### config.mk
export PLATFORM = sky130hd
export DESIGN_NAME = prio_encoder_rr_flat
export DESIGN_NICKNAME = d
export VERILOG_FILES = /design/src/rtl/prio_encoder_rr_pkg.sv /design/src/rtl/prio_encoder_rr_if.sv /design/src/rtl/prio_encoder_rr_find.sv /design/src/rtl/prio_encoder_rr.sv /design/src/flat_wrapper.sv
export SDC_FILE = /design/constraint.sdc
export NUM_CORES = 1
export LEC_CHECK = 0
export ABC_CLOCK_PERIOD_IN_PS = 2600
export BUFFER_PORTS_ARGS = -buffer_cell sky130_fd_sc_hd__buf_2
export CORE_AREA = 5 5 42 44
export DETAILED_ROUTE_END_ITERATION = 12
export DIE_AREA = 0 0 47 49
export PLACE_DENSITY = 0.49
export SYNTH_ARGS = -nofsm -noshare
export SYNTH_HDL_FRONTEND = slang
export SYNTH_HIERARCHICAL = 1
export SYNTH_SLANG_ARGS = --single-unit
### constraint.sdc
create_clock -name clk -period 2.6 [get_ports clk]
set_clock_uncertainty 0.1 [all_clocks]
set_input_delay 0.52 -clock clk [delete_from_list [all_inputs] [get_ports clk]]
set_output_delay 0.52 -clock clk [all_outputs]
set_load 0.02 [all_outputs]
### src/rtl/prio_encoder_rr_pkg.sv
// ---------------------------------------------------------------------------
// enc_pkg
// Shared definitions for the round-robin / fixed priority encoder slice.
//   MODE_FIXED : mode value selecting fixed priority (highest index wins)
//   MODE_RR    : mode value selecting descending round-robin rotation
//   idx_w()    : index width for an N-line encoder (at least one bit)
// ---------------------------------------------------------------------------
package enc_pkg;

  localparam logic MODE_FIXED = 1'b0;
  localparam logic MODE_RR    = 1'b1;

  // $clog2(N) for N >= 2; clamped to 1 so degenerate builds still elaborate.
  function automatic int idx_w(input int n);
    return (n > 1) ? $clog2(n) : 1;
  endfunction

endpackage

### src/rtl/prio_encoder_rr_if.sv
// ---------------------------------------------------------------------------
// prio_encoder_rr_if
// Request side and valid/ready output handshake of the priority encoder.
//   req       : N request lines, bit i = source i
//   mode      : MODE_FIXED / MODE_RR, sampled on every load
//   out_idx   : registered winning index (W bits)
//   out_valid : out_idx carries a winner
//   out_multi : more than one request was set when out_idx was captured
//   out_ready : downstream accepts the current output
// Modports:
//   master : request source + downstream consumer (drives req/mode/out_ready)
//   slave  : the encoder itself
// ---------------------------------------------------------------------------
interface prio_encoder_rr_if #(
  parameter int N = 4
);
  import enc_pkg::*;

  localparam int W = idx_w(N);

  logic [N-1:0] req;
  logic         mode;
  logic [W-1:0] out_idx;
  logic         out_valid;
  logic         out_multi;
  logic         out_ready;

  modport master (
    output req,
    output mode,
    output out_ready,
    input  out_idx,
    input  out_valid,
    input  out_multi
  );

  modport slave (
    input  req,
    input  mode,
    input  out_ready,
    output out_idx,
    output out_valid,
    output out_multi
  );

endinterface

### src/rtl/prio_encoder_rr_find.sv
// ---------------------------------------------------------------------------
// prio_find
// Purely combinational highest-set-bit finder.
//   vec   : input vector, N bits
//   idx   : index of the highest set bit (0 when vec is all zero)
//   found : vec has at least one bit set
// ---------------------------------------------------------------------------
module prio_find
  import enc_pkg::*;
#(
  parameter int N = 4
) (
  input  logic [N-1:0]          vec,
  output logic [idx_w(N)-1:0]   idx,
  output logic                  found
);

  localparam int W = idx_w(N);

  // Ascending scan: the last set bit seen is the highest one.
  always_comb begin
    idx = '0;
    for (int i = 0; i < N; i++) begin
      if (vec[i]) idx = W'(i);
    end
  end

  assign found = |vec;

endmodule

### src/rtl/prio_encoder_rr.sv
// ---------------------------------------------------------------------------
// prio_encoder_rr
// Registered N-to-log2(N) priority encoder with valid/ready back-pressure and
// selectable fixed-priority or descending round-robin arbitration.
// Ports:
//   clk : rising-edge clock
//   rst : asynchronous, active-high reset (clears outputs and ptr)
//   bus : prio_encoder_rr_if.slave (req, mode, out_ready in;
//         out_idx, out_valid, out_multi out)
// The output stage reloads whenever it is empty or being accepted; otherwise
// everything, including the rotation pointer, holds and req is ignored.
// ---------------------------------------------------------------------------
module prio_encoder_rr
  import enc_pkg::*;
#(
  parameter int N = 4
) (
  input  logic                clk,
  input  logic                rst,
  prio_encoder_rr_if.slave    bus
);

  localparam int W = idx_w(N);

  logic [W-1:0] idx_p1;
  logic         vld_p1;
  logic         multi_p1;
  logic [W-1:0] ptr_p1;

  logic [N-1:0] req_below;
  logic [W-1:0] below_idx;
  logic         below_found;
  logic [W-1:0] all_idx;
  logic         all_found;
  logic [W-1:0] winner;
  logic         load;

  // Clears the lowest set bit; anything left means two or more requests.
  function automatic logic multi_hot(input logic [N-1:0] v);
    return (v & (v - N'(1))) != '0;
  endfunction

  // Stage 0: combinational arbitration on the live request lines
  always_comb begin
    req_below = '0;
    for (int i = 0; i < N; i++) begin
      req_below[i] = bus.req[i] && (i < int'(ptr_p1));
    end
  end

  prio_find #(.N(N)) u_find_below (
    .vec   (req_below),
    .idx   (below_idx),
    .found (below_found)
  );

  prio_find #(.N(N)) u_find_all (
    .vec   (bus.req),
    .idx   (all_idx),
    .found (all_found)
  );

  // Round-robin prefers the highest request below the last grant and wraps
  // to the overall highest; fixed mode always takes the overall highest.
  always_comb begin
    winner = all_idx;
    if (bus.mode == MODE_RR && below_found) winner = below_idx;
  end

  assign load = !vld_p1 || bus.out_ready;

  // Stage 1: output register and rotation pointer
  always_ff @(posedge clk or posedge rst) begin
    if (rst) begin
      idx_p1   <= '0;
      vld_p1   <= 1'b0;
      multi_p1 <= 1'b0;
      ptr_p1   <= '0;
    end else if (load) begin
      if (all_found) begin
        vld_p1   <= 1'b1;
        idx_p1   <= winner;
        multi_p1 <= multi_hot(bus.req);
        if (bus.mode == MODE_RR) ptr_p1 <= winner;
      end else begin
        vld_p1   <= 1'b0;
        idx_p1   <= '0;
        multi_p1 <= 1'b0;
      end
    end
  end

  assign bus.out_idx   = idx_p1;
  assign bus.out_valid = vld_p1;
  assign bus.out_multi = multi_p1;

endmodule

### src/flat_wrapper.sv
// flat-port wrapper written by rule: the top's interface ports become plain ports
module prio_encoder_rr_flat import enc_pkg::*;
#(
  parameter int N = 4
)
  (clk, rst, bus_req, bus_mode, bus_out_ready, bus_out_idx, bus_out_valid, bus_out_multi);
  prio_encoder_rr_if #(.N(N)) bus_i ();
  input  logic clk;
  input  logic rst;
  input wire logic [$bits(bus_i.req)-1:0] bus_req;
  input wire logic [$bits(bus_i.mode)-1:0] bus_mode;
  input wire logic [$bits(bus_i.out_ready)-1:0] bus_out_ready;
  output wire logic [$bits(bus_i.out_idx)-1:0] bus_out_idx;
  output wire logic [$bits(bus_i.out_valid)-1:0] bus_out_valid;
  output wire logic [$bits(bus_i.out_multi)-1:0] bus_out_multi;
  assign bus_i.req = bus_req;
  assign bus_i.mode = bus_mode;
  assign bus_i.out_ready = bus_out_ready;
  assign bus_out_idx = bus_i.out_idx;
  assign bus_out_valid = bus_i.out_valid;
  assign bus_out_multi = bus_i.out_multi;
  prio_encoder_rr #(.N(N)) u_core (.clk(clk), .rst(rst), .bus(bus_i));
endmodule
==> out/results.tsv <==
metric	value	unit
kind of critical path	input port to flip-flop	
crit path max fanout	5	
Die X	47	microns
largest cells by area after synthesis	dfrtp_1, a211oi_1, a21o_1	
TritonCTS clock tree	built	
count of buffers inserted at the top-level ports	11	
final critical path time including I/O delays and setup	1.99	ns
footprint of the flip-flops and latches	150	sq um
final estimated routing congestion in global placement	0.750	
status	complete, no violations	
total of cells resized after clock tree synthesis	0	
highest attainable clock frequency	502	MHz
gr usage total	0.0729	
total die area	2300	sq um
clk sink count	6	
path type of the worst min-delay path	input port to asynchronous set/reset pin	
final number of max-transition violations	0	
final WL	741	microns
worst hold margin	0.0767	ns
signal arrival time at the worst endpoint	2.02	ns
Core Area	1400	sq um
synthesized instance count	38	
number of endpoints with negative hold slack in the final report	0	
FILL cells	165	
violation count after the first detailed-routing iteration	5	
Synth-to-Final Area Change	28.2	%
worst-skew pair later-pin latency	0.25	ns
number of max-cap violations	0	
sort of element at the start of the critical path	input port	
required arrival time at the worst endpoint	2.63	ns
cell type with the highest aggregate area in the netlist	dfrtp_1	
post-detailed-route count of antenna-violating nets	0	
total vias in the final route	319	
Clock Tree Root	clkbuf_4	
first-pass iteration count of the detailed router	4	
count of standard-cell rows	14	
# DRC	0	
nature of the critical path endpoint	flip-flop	
final setup fails	0	
Max clock buf depth	2	
per-instance average area after synthesis	9.45	sq um
Max H-tree Level	1	
proportion of synthesized flip-flops having asynchronous set or reset	1.00	
leak pwr	0.224	nW
number of cells traversed by the worst register-to-register path	6	
total area of multi-input combinational cells	201	sq um
setup tns final	0	ns
number of buffers created by CTS	3	
initial antenna violation count	0	
average via count per standard cell	4.62	
r2r setup slk	0.61	ns
share of layout cells above drive strength 1	0.340	
Peak VDD IR	0.000279	V
diodes inserted	0	
Seq cells post-synth	6	
number of buffers inserted for hold repair after clock tree synthesis	0	
wire length of the first global-routing pass	1180	microns
leading register cell type out of synthesis	dfrtp_1	
final-stage net count	63	
die outline height	49	microns
sequential area share after synthesis	0.418	
final global-route overflow total	0	
Cell Pwr Density	586	nW/um^2
top cell type's share of synthesized area	0.418	
clock-pin transition on the worst setup and hold timing paths	0.05	ns
Netlist Area Pre-Place	359	sq um
initial standard-cell utilization of the core	0.256	
unrepaired setup endpoints after global routing	false	
vias in the first global route	284	
Routed WL per cell	10.7	microns
buffer count from post-CTS setup fixing	0	
Synthesis Warnings	6	
final period utilization	0.766	
io pins	12	
Distinct cells, synth	22	
largest net degree at the start of global routing	7	
number of synthesized flops with an enable pin	0	
post-detailed-placement half-perimeter wirelength	611	microns
## synthesized netlist by cell type, types with 2 or more instances
cell      count
nand2_1       3
or3_1         2
a31oi_1       2
a21o_1        2
a211oi_1      2
inv_1         3
and2_1        2
dfrtp_1       6
nand2b_1      2
or2_1         2
## registers in the layout, summed over array words and instances, names as in the netlist
name,flops
u_core/bus.out_multi,1
u_core/bus.out_valid,1
u_core/bus.out_idx,2
u_core/ptr_p1,2
## layout make-up
class,instances,area share
well taps,16,0.0435
flip-flops and latches,6,0.326
multi-input cells,30,0.437
inverters,3,0.0245
clock buffers,3,0.0489
repair buffers,11,0.120
## placed cells by master (no fill, tap or decap), drive strengths merged
cell / count
a211oi: 2
a21o: 2
a22o: 1
a31oi: 2
and2: 2
and3: 1
buf: 11
clkbuf: 3
conb: 2
dfrtp: 6
inv: 3
mux2: 2
mux2i: 1
nand2: 4
nand2b: 2
nand3: 1
nor2b: 1
o21a: 1
o21ai: 1
o31ai: 1
or2: 2
or3: 2
## power by group
| part | switching [mW] | internal (mW) |
|---|---|---|
| logic | 0.0348 | 0.0315 |
| clock network | 0.0363 | 0.0524 |
| registers | 0.00799 | 0.107 |
## metrics by stage
stage	util	cell area, sq um	power, mW	setup slack (ns)	std cells
finish	0.329	460	0.270	0.608	69
CTS	0.329	460	0.274	0.598	69
global route	0.329	460	0.286	0.512	69
floorplan	-	363	0.160	0.539	39
global placement	0.313	438	0.184	0.355	66
detailed placement	0.313	438	0.184	0.338	66
## final timing paths
| check | startpoint | endpoint |
|---|---|---|
| max in group asynchronous | rst | u_core/bus.out_multi |
| worst min-delay path | rst | u_core/bus.out_idx[1] |
| worst max register to register | u_core/ptr_p1[1] | u_core/ptr_p1[0] |
| worst min register to register | u_core/bus.out_multi | u_core/bus.out_multi |
| worst max-delay path | bus_req[2] | u_core/ptr_p1[0] |
| min in group clk | u_core/bus.out_multi | u_core/bus.out_multi |
## worst max-delay path: stages
cell,delay [ns]
buf_2,0.12
and3_1,0.18
or2_1,0.22
or3_1,0.32
nand2_2,0.09
mux2_4,0.31
mux2_2,0.26
## cell families after synthesis
family,after synthesis,synth area share
buf+inv,3,0.0314
flops,6,0.418
other cells,1,0.0104
compound gates,10,0.202
mux,3,0.101
simple gates,15,0.237
## per-layer routing
layer  share of wire  vias to the layer above  global-route usage
met4          0.0081                        0              0.0276
met1            0.43                      141              0.0915
met3           0.088                        2              0.0480
met5               0                        -                   0
met2            0.48                       12              0.0973
li1                -                      164                   -
(Power assumes the default switching activity.)
